`src/rtl/uart_prog_loader_if.sv`:
```
// uart_prog_loader_if: session control, serial input and memory write bus of the UART program loader.
interface uart_prog_loader_if #(
    parameter int ADDR_W = 14
);
    logic              prog_en_i;
    logic              uart_rx_i;
    logic              upg_wen_o;
    logic [ADDR_W-1:0] upg_adr_o;
    logic [31:0]       upg_dat_o;
    logic              upg_done_o;
    logic              upg_err_o;

    modport master (
        input  prog_en_i, uart_rx_i,
        output upg_wen_o, upg_adr_o, upg_dat_o, upg_done_o, upg_err_o
    );

    modport slave (
        output prog_en_i, uart_rx_i,
        input  upg_wen_o, upg_adr_o, upg_dat_o, upg_done_o, upg_err_o
    );
endinterface

```
`src/rtl/uart_prog_loader.sv`:
```
// uart_prog_loader: 8N1 receiver that assembles little-endian words from a counted
// byte stream and writes them to program memory at incrementing word addresses.
module uart_prog_loader #(
    parameter int CLK_FREQ = 10_000_000,
    parameter int BAUD     = 128_000,
    parameter int ADDR_W   = 14
) (
    input logic                upg_clk_i,
    input logic                upg_rstn_i,
    uart_prog_loader_if.master bus
);
    localparam int CPB = CLK_FREQ / BAUD;
    localparam int CW  = $clog2(CPB);
    localparam logic [CW-1:0] C_FULL = CW'(CPB - 1);
    localparam logic [CW-1:0] C_HALF = CW'(CPB / 2 - 1);
    localparam logic [16:0]   MAX_N  = 17'(1) << ADDR_W;

    localparam logic [1:0] R_IDLE  = 2'd0;
    localparam logic [1:0] R_START = 2'd1;
    localparam logic [1:0] R_DATA  = 2'd2;
    localparam logic [1:0] R_STOP  = 2'd3;

    localparam logic [2:0] L_IDLE = 3'd0;
    localparam logic [2:0] L_HDR0 = 3'd1;
    localparam logic [2:0] L_HDR1 = 3'd2;
    localparam logic [2:0] L_DATA = 3'd3;
    localparam logic [2:0] L_DONE = 3'd4;
    localparam logic [2:0] L_ERR  = 3'd5;

    logic              r_rx_s1, r_rx_s2, r_rx_d;
    logic [1:0]        r_rstate;
    logic [CW-1:0]     r_cnt;
    logic [2:0]        r_bit;
    logic [7:0]        r_shift;
    logic              r_bvld, r_ferr;
    logic [2:0]        r_lstate;
    logic [15:0]       r_n;
    logic [1:0]        r_bidx;
    logic [ADDR_W-1:0] r_widx;
    logic [23:0]       r_asm;
    logic              r_wen, r_done, r_err;
    logic [ADDR_W-1:0] r_adr;
    logic [31:0]       r_dat;

    logic [15:0] w_n;
    logic        w_last;
    logic        w_en;

    assign w_en   = bus.prog_en_i;
    assign w_n    = {r_shift, r_n[7:0]};
    assign w_last = 16'(r_widx) == r_n - 16'd1;

    always_ff @(posedge upg_clk_i or negedge upg_rstn_i) begin
        if (!upg_rstn_i) begin
            r_rx_s1  <= 1'b1;
            r_rx_s2  <= 1'b1;
            r_rx_d   <= 1'b1;
            r_rstate <= R_IDLE;
            r_cnt    <= '0;
            r_bit    <= '0;
            r_shift  <= '0;
            r_bvld   <= 1'b0;
            r_ferr   <= 1'b0;
        end else begin
            r_rx_s1 <= bus.uart_rx_i;
            r_rx_s2 <= r_rx_s1;
            r_rx_d  <= r_rx_s2;
            r_bvld  <= 1'b0;
            r_ferr  <= 1'b0;
            if (!w_en) begin
                r_rstate <= R_IDLE;
            end else begin
                case (r_rstate)
                    R_IDLE: begin
                        r_cnt <= '0;
                        r_bit <= '0;
                        if (r_rx_d && !r_rx_s2) r_rstate <= R_START;
                    end
                    // mid-start-bit resample rejects short low glitches silently
                    R_START: begin
                        if (r_cnt == C_HALF) begin
                            r_cnt    <= '0;
                            r_rstate <= r_rx_s2 ? R_IDLE : R_DATA;
                        end else begin
                            r_cnt <= r_cnt + 1'b1;
                        end
                    end
                    R_DATA: begin
                        if (r_cnt == C_FULL) begin
                            r_cnt   <= '0;
                            r_shift <= {r_rx_s2, r_shift[7:1]};
                            r_bit   <= r_bit + 3'd1;
                            if (r_bit == 3'd7) r_rstate <= R_STOP;
                        end else begin
                            r_cnt <= r_cnt + 1'b1;
                        end
                    end
                    default: begin
                        if (r_cnt == C_FULL) begin
                            r_bvld   <= r_rx_s2;
                            r_ferr   <= !r_rx_s2;
                            r_rstate <= R_IDLE;
                        end else begin
                            r_cnt <= r_cnt + 1'b1;
                        end
                    end
                endcase
            end
        end
    end

    always_ff @(posedge upg_clk_i or negedge upg_rstn_i) begin
        if (!upg_rstn_i) begin
            r_lstate <= L_IDLE;
            r_n      <= '0;
            r_bidx   <= '0;
            r_widx   <= '0;
            r_asm    <= '0;
            r_wen    <= 1'b0;
            r_adr    <= '0;
            r_dat    <= '0;
            r_done   <= 1'b0;
            r_err    <= 1'b0;
        end else begin
            r_wen <= 1'b0;
            if (!w_en) begin
                r_lstate <= L_IDLE;
                r_bidx   <= '0;
                r_widx   <= '0;
                r_adr    <= '0;
                r_done   <= 1'b0;
                r_err    <= 1'b0;
            end else begin
                // status trails the state by a cycle so done follows the last strobe
                r_done <= r_lstate == L_DONE;
                r_err  <= r_lstate == L_ERR;
                case (r_lstate)
                    L_IDLE: begin
                        r_lstate <= L_HDR0;
                        r_bidx   <= '0;
                        r_widx   <= '0;
                    end
                    L_HDR0: begin
                        if (r_ferr) r_lstate <= L_ERR;
                        else if (r_bvld) begin
                            r_n[7:0] <= r_shift;
                            r_lstate <= L_HDR1;
                        end
                    end
                    L_HDR1: begin
                        if (r_ferr) r_lstate <= L_ERR;
                        else if (r_bvld) begin
                            r_n[15:8] <= r_shift;
                            r_lstate  <= (w_n == 16'd0) ? L_DONE : ({1'b0, w_n} > MAX_N) ? L_ERR : L_DATA;
                        end
                    end
                    L_DATA: begin
                        if (r_ferr) r_lstate <= L_ERR;
                        else if (r_bvld) begin
                            r_bidx <= r_bidx + 2'd1;
                            if (r_bidx == 2'd3) begin
                                r_wen  <= 1'b1;
                                r_adr  <= r_widx;
                                r_dat  <= {r_shift, r_asm};
                                r_widx <= r_widx + 1'b1;
                                if (w_last) r_lstate <= L_DONE;
                            end else begin
                                r_asm <= {r_shift, r_asm[23:8]};
                            end
                        end
                    end
                    default: ;
                endcase
            end
        end
    end

    assign bus.upg_wen_o  = r_wen;
    assign bus.upg_adr_o  = r_adr;
    assign bus.upg_dat_o  = r_dat;
    assign bus.upg_done_o = r_done;
    assign bus.upg_err_o  = r_err;
endmodule

```
`src/flat_wrapper.sv`:
```
// flat-port wrapper written by rule: the top's interface ports become plain ports
module uart_prog_loader_flat 
#(
    parameter int CLK_FREQ = 10_000_000,
    parameter int BAUD     = 128_000,
    parameter int ADDR_W   = 14
)
  (upg_clk_i, upg_rstn_i, bus_prog_en_i, bus_uart_rx_i, bus_upg_wen_o, bus_upg_adr_o, bus_upg_dat_o, bus_upg_done_o, bus_upg_err_o);
  uart_prog_loader_if #(.ADDR_W(ADDR_W)) bus_i ();
  input logic upg_clk_i;
  input logic upg_rstn_i;
  input wire logic [$bits(bus_i.prog_en_i)-1:0] bus_prog_en_i;
  input wire logic [$bits(bus_i.uart_rx_i)-1:0] bus_uart_rx_i;
  output wire logic [$bits(bus_i.upg_wen_o)-1:0] bus_upg_wen_o;
  output wire logic [$bits(bus_i.upg_adr_o)-1:0] bus_upg_adr_o;
  output wire logic [$bits(bus_i.upg_dat_o)-1:0] bus_upg_dat_o;
  output wire logic [$bits(bus_i.upg_done_o)-1:0] bus_upg_done_o;
  output wire logic [$bits(bus_i.upg_err_o)-1:0] bus_upg_err_o;
  assign bus_i.prog_en_i = bus_prog_en_i;
  assign bus_i.uart_rx_i = bus_uart_rx_i;
  assign bus_upg_wen_o = bus_i.upg_wen_o;
  assign bus_upg_adr_o = bus_i.upg_adr_o;
  assign bus_upg_dat_o = bus_i.upg_dat_o;
  assign bus_upg_done_o = bus_i.upg_done_o;
  assign bus_upg_err_o = bus_i.upg_err_o;
  uart_prog_loader #(.CLK_FREQ(CLK_FREQ), .BAUD(BAUD), .ADDR_W(ADDR_W)) u_core (.upg_clk_i(upg_clk_i), .upg_rstn_i(upg_rstn_i), .bus(bus_i));
endmodule
```
`config.mk`:
```
export PLATFORM = sky130hd
export DESIGN_NAME = uart_prog_loader_flat
export DESIGN_NICKNAME = d
export VERILOG_FILES = /design/src/rtl/uart_prog_loader_if.sv /design/src/rtl/uart_prog_loader.sv /design/src/flat_wrapper.sv
export SDC_FILE = /design/constraint.sdc
export NUM_CORES = 1
export LEC_CHECK = 0
export ABC_AREA = 1
export BUFFER_PORTS_ARGS = -buffer_cell sky130_fd_sc_hd__buf_2
export CAP_MARGIN = 15
export CORE_MARGIN = 1.5
export CORE_UTILIZATION = 54
export DETAILED_ROUTE_END_ITERATION = 16
export MAX_ROUTING_LAYER = met4
export PLACE_DENSITY = 0.76
export SYNTH_ARGS = -nofsm -noshare
export SYNTH_HDL_FRONTEND = slang
export SYNTH_SLANG_ARGS = --single-unit
export TNS_END_PERCENT = 5
```
`constraint.sdc`:
```
create_clock -name upg_clk_i -period 1.96 [get_ports upg_clk_i]
set_clock_uncertainty 0.2 [all_clocks]
set_input_delay 0.392 -clock upg_clk_i [delete_from_list [all_inputs] [get_ports upg_clk_i]]
set_output_delay 0.392 -clock upg_clk_i [all_outputs]
set_load 0.01 [all_outputs]
```
==> out/results.ini <==
[yosys]
syn-cell-area_mm2 = 0.00627
netlist_instances = 715
synth-seq-area-share_pct = 53.2
synth_flop_cell = dfrtp_1
count_of_distinct_cell_types_in_the_synthesized_netlist = 48
post_synth_edffs = 0
nets_in_the_synthesized_netlist = 732
seq_cells_post_synth = 133
asyncSetResetFlopFracSynth_pct = 100
post_synthesis_average_cell_area_um2 = 8.77
yosys_warnings = 0

[critical_path]
ff2ff_path_depth = 14
crit_fanout = 4
slowest_delay_ns = 0.37
critical_path_cell_by_cell = inv_2 > ha_4 > xor2_1 > nand2_1 > nor2_1 > nand2_1 > nor2_1 > nand2_1 > nor2_1 > nand3_1 > nand2_2 > nand2_2 > nand2_1 > nand2_1
crit_arrival_ns = 2.16
timing.critical_path.buf_inv = 1
crit_top_cell = nand2_1
regToRegSetupSlack_ns = -0.09
delay_heaviest_family_cp = simple AND/OR/NAND/NOR gates
worstSetupStartpointType = register
critical_path_required_ns = 2.07
critical_path_class = reg -> reg
timing.rr.end = u_core.r_lstate[1]
critical_path.reg2reg.startpoint = u_core.r_n[0]
worstSetupStartpoint = u_core.r_n[0]
worstSetupEndpointType = register
max_stage_delay_cell_worst_path = dfrtp_1

[floorplanning]
chipHeight_um = 111
fp.dieArea_mm2 = 0.0123
i_o_pins = 53
start_util_pct = 55.1
die_w_um = 111
floorplan.core_area_mm2 = 0.0114
placementRows = 39

[clocking]
cts_buffer_count = 17
clock-root-buffer = clkbuf_16
cts_tree = built
cts.path.max_buffers = 2
clk_pin_slew_ns = 0.06
clock_sink_count = 133
clock_latency_on_the_worst_skew_pair_ns = 0.42
htreeDepth = 4

[global_routing]
grt_start_max_net_pins = 85
initial_antenna_violation_count = 0
grt_first_pass_wirelength_um = 24300
vias_in_the_first_global_route = 5273
grt_util_all_layers_pct = 25.3
gr-total-overflow = 0

[power_and_ir_drop]
static-leakage-power_nw = 3.97
power.density_cell_area_mw_per_mm2 = 945
total_switching_power_w = 0.00205
power.internal_w = 0.00526
power_frac_clock_pct = 42.6
peakVddDrop_v = 0.000550
netSwitchingFraction_pct = 28.1
share_of_power_burned_in_registers_pct = 40.6
power.share.combinational_pct = 16.7

[route]
detail_route.iter0.violations = 443
antenna_left = 0
route.detailed.wl_per_inst_um = 14.8
post_drt_via_cell_ratio = 5.41
drc = 0
vias = 5240
drt_pass1_iterations = 5
drt-total-wl_um = 14300

[timing]
max_freq_mhz = 489
totalNegativeSetupSlack_ns = -0.200
worst_hold_slack_ns = 0.139
timing_hold_violations_final = 0
timing.slew.headroom_pct = 69.9
post-route-period-util_pct = 104
tightest_slew_ns = 0.451
finalCriticalPeriod_ns = 2.05
maxSlewViolCount = 0
setup_viol_count_final = 3
setup_repair_after_global_routing_missed_its_margin = true
postLayoutSetupSlackWorst_ns = -0.0864

[placed_design]
dp.final_hpwl_um = 9830
placedCellCount = 935
port_buffers = 52
gp_congestion = 0.883

[finish]
area.growth.synth_to_final_pct = 23.4
fillerInstances = 871
layoutNonFillerInstCount = 968
drive_above_1_share_pct = 23.5
num-nets-final = 830
antenna_cells = 0

[status]
run_status = finished with violations
failed_checks = setup timing

[hold_path]
hold_class = in -> async

[job]
max_cap_violations = 0

==> per-stage QoR <==
step | setup slack, ns | area (um^2) | util [%] | power [W]
finish | -0.0864 | 7730 | 68.0 | 0.00731
global route | -0.192 | 7730 | 68.0 | 0.00763
CTS | -0.0437 | 7660 | 67.4 | 0.00728
detailed placement | -0.143 | 7010 | 61.6 | 0.00416
global placement | -0.0381 | 7010 | 61.6 | 0.00409
floorplan | 0.0299 | 6270 | - | 0.00375
==> Yosys cell counts, types with 3 or more instances <==
cell | instances | area, um^2
dfstp_2 | 3 | 78.8
o22ai_1 | 3 | 18.8
nand2_1 | 188 | 706
o31ai_1 | 3 | 22.5
buf_2 | 3 | 15.0
xor2_1 | 6 | 52.6
nand3_1 | 39 | 195
nor2_1 | 49 | 184
a21oi_1 | 25 | 125
dfrtp_1 | 130 | 3250
nand4_1 | 7 | 43.8
nor3_1 | 7 | 35.0
nand2_2 | 9 | 56.3
o21ai_0 | 84 | 420
clkbuf_1 | 13 | 48.8
nor2_4 | 3 | 33.8
inv_1 | 72 | 270
nand3_2 | 4 | 40.0
o21ai_1 | 5 | 25.0
inv_2 | 4 | 15.0
mux2_4 | 4 | 60.1
nand3b_1 | 4 | 30.0
ha_1 | 13 | 163
xnor2_1 | 6 | 52.6
==> layout by cell type, fill, tap and decap left out, drive strengths merged, types with 2 or more instances in the layout <==
cell type / Yosys / layout
nand3b: 4 / 4
nor2: 54 / 54
clkbuf: 13 / 20
o31ai: 3 / 3
a21oi: 25 / 25
clkinvlp: 0 / 3
a22o: 2 / 2
o21ai: 89 / 89
bufinv: 0 / 2
dfrtp: 130 / 130
nand3: 45 / 45
o22ai: 3 / 3
xnor2: 6 / 6
clkinv: 1 / 6
buf: 6 / 96
inv: 76 / 77
xor2: 6 / 6
ha: 13 / 13
dlygate4sd3: 0 / 2
nor4: 2 / 2
dfstp: 3 / 3
nand2: 199 / 199
nand4: 8 / 8
mux2: 6 / 6
nor3: 10 / 10
==> cell families after synthesis <==
kind of cell / synth area share [%]
xor gates and xnor gates: 2.04
DFF: 53.2
buffers and inverters: 6.19
AOI/OAI and AO/OA: 10.8
and+or+nand+nor: 23.9
adders and majority gates: 2.59
muxes: 1.32
==> state kept, by name (all words and copies together) (netlist names) <==
signal / count
u_core.r_rx_s2: 1
u_core.r_rx_d: 1
u_core.bus.upg_wen_o: 1
u_core.bus.upg_err_o: 1
u_core.r_bit: 3
u_core.r_rstate: 2
u_core.bus.upg_dat_o: 32
u_core.r_bidx: 2
u_core.bus.upg_done_o: 1
u_core.r_ferr: 1
u_core.r_rx_s1: 1
u_core.bus.upg_adr_o: 14
u_core.r_lstate: 3
u_core.r_shift: 8
u_core.r_bvld: 1
u_core.r_widx: 14
u_core.r_cnt: 7
u_core.r_asm: 24
u_core.r_n: 16
==> per-layer routing <==
metal  up-vias  GRT usage [%]  share of wire (%)  wire length (um)
met4         0           11.4                2.4               336
met3        30           5.36                4.7               673
met1      2542           30.9                 43              6180
met2       143           40.8                 50              7090
li1       2525              -                  -                 -
met5         -              -                  0                 0
==> what timing repair did <==
item / in CTS / in global routing
hold buffers: 2 / 0
resized for setup: 16 / 21
buffers inserted: 0 / 0
setup endpoints to repair: 7 / 25
pin swaps: 7 / 5
hold endpoints to repair: 131 / 0
cloned: 0 / 0
==> area by class of cell <==
cell class,count,area (um^2),area share [%]
Multi-Input combinational cell,486,2670,34.5
Inverter,77,294,3.80
Tap cell,143,179,2.31
Clock inverter,11,128,1.65
Timing Repair Buffer,98,676,8.74
Clock buffer,20,457,5.90
Sequential cell,133,3340,43.1
==> power by group through the flow <==
stage          clock (W)  combinational (W)  sequential (W)
5_1_grt          0.00328            0.00136         0.00299
3_5_place_dp           0            0.00114         0.00301
3_3_place_gp           0            0.00109         0.00300
6_report         0.00312            0.00122         0.00297
4_1_cts          0.00315            0.00117         0.00297
2_1_floorplan          0           0.000721         0.00303
==> how the worst max path moves through the flow <==
stage                          to  cells past startpoint
6_report       u_core.r_lstate[1]                     14
5_1_grt        u_core.r_lstate[0]                     14
4_1_cts        u_core.r_lstate[1]                     13
3_5_place_dp   u_core.r_lstate[1]                     15
3_3_place_gp   u_core.r_lstate[1]                     15
2_1_floorplan  u_core.r_lstate[0]                     15
No activity file was read; power rests on OpenSTA's default activity.
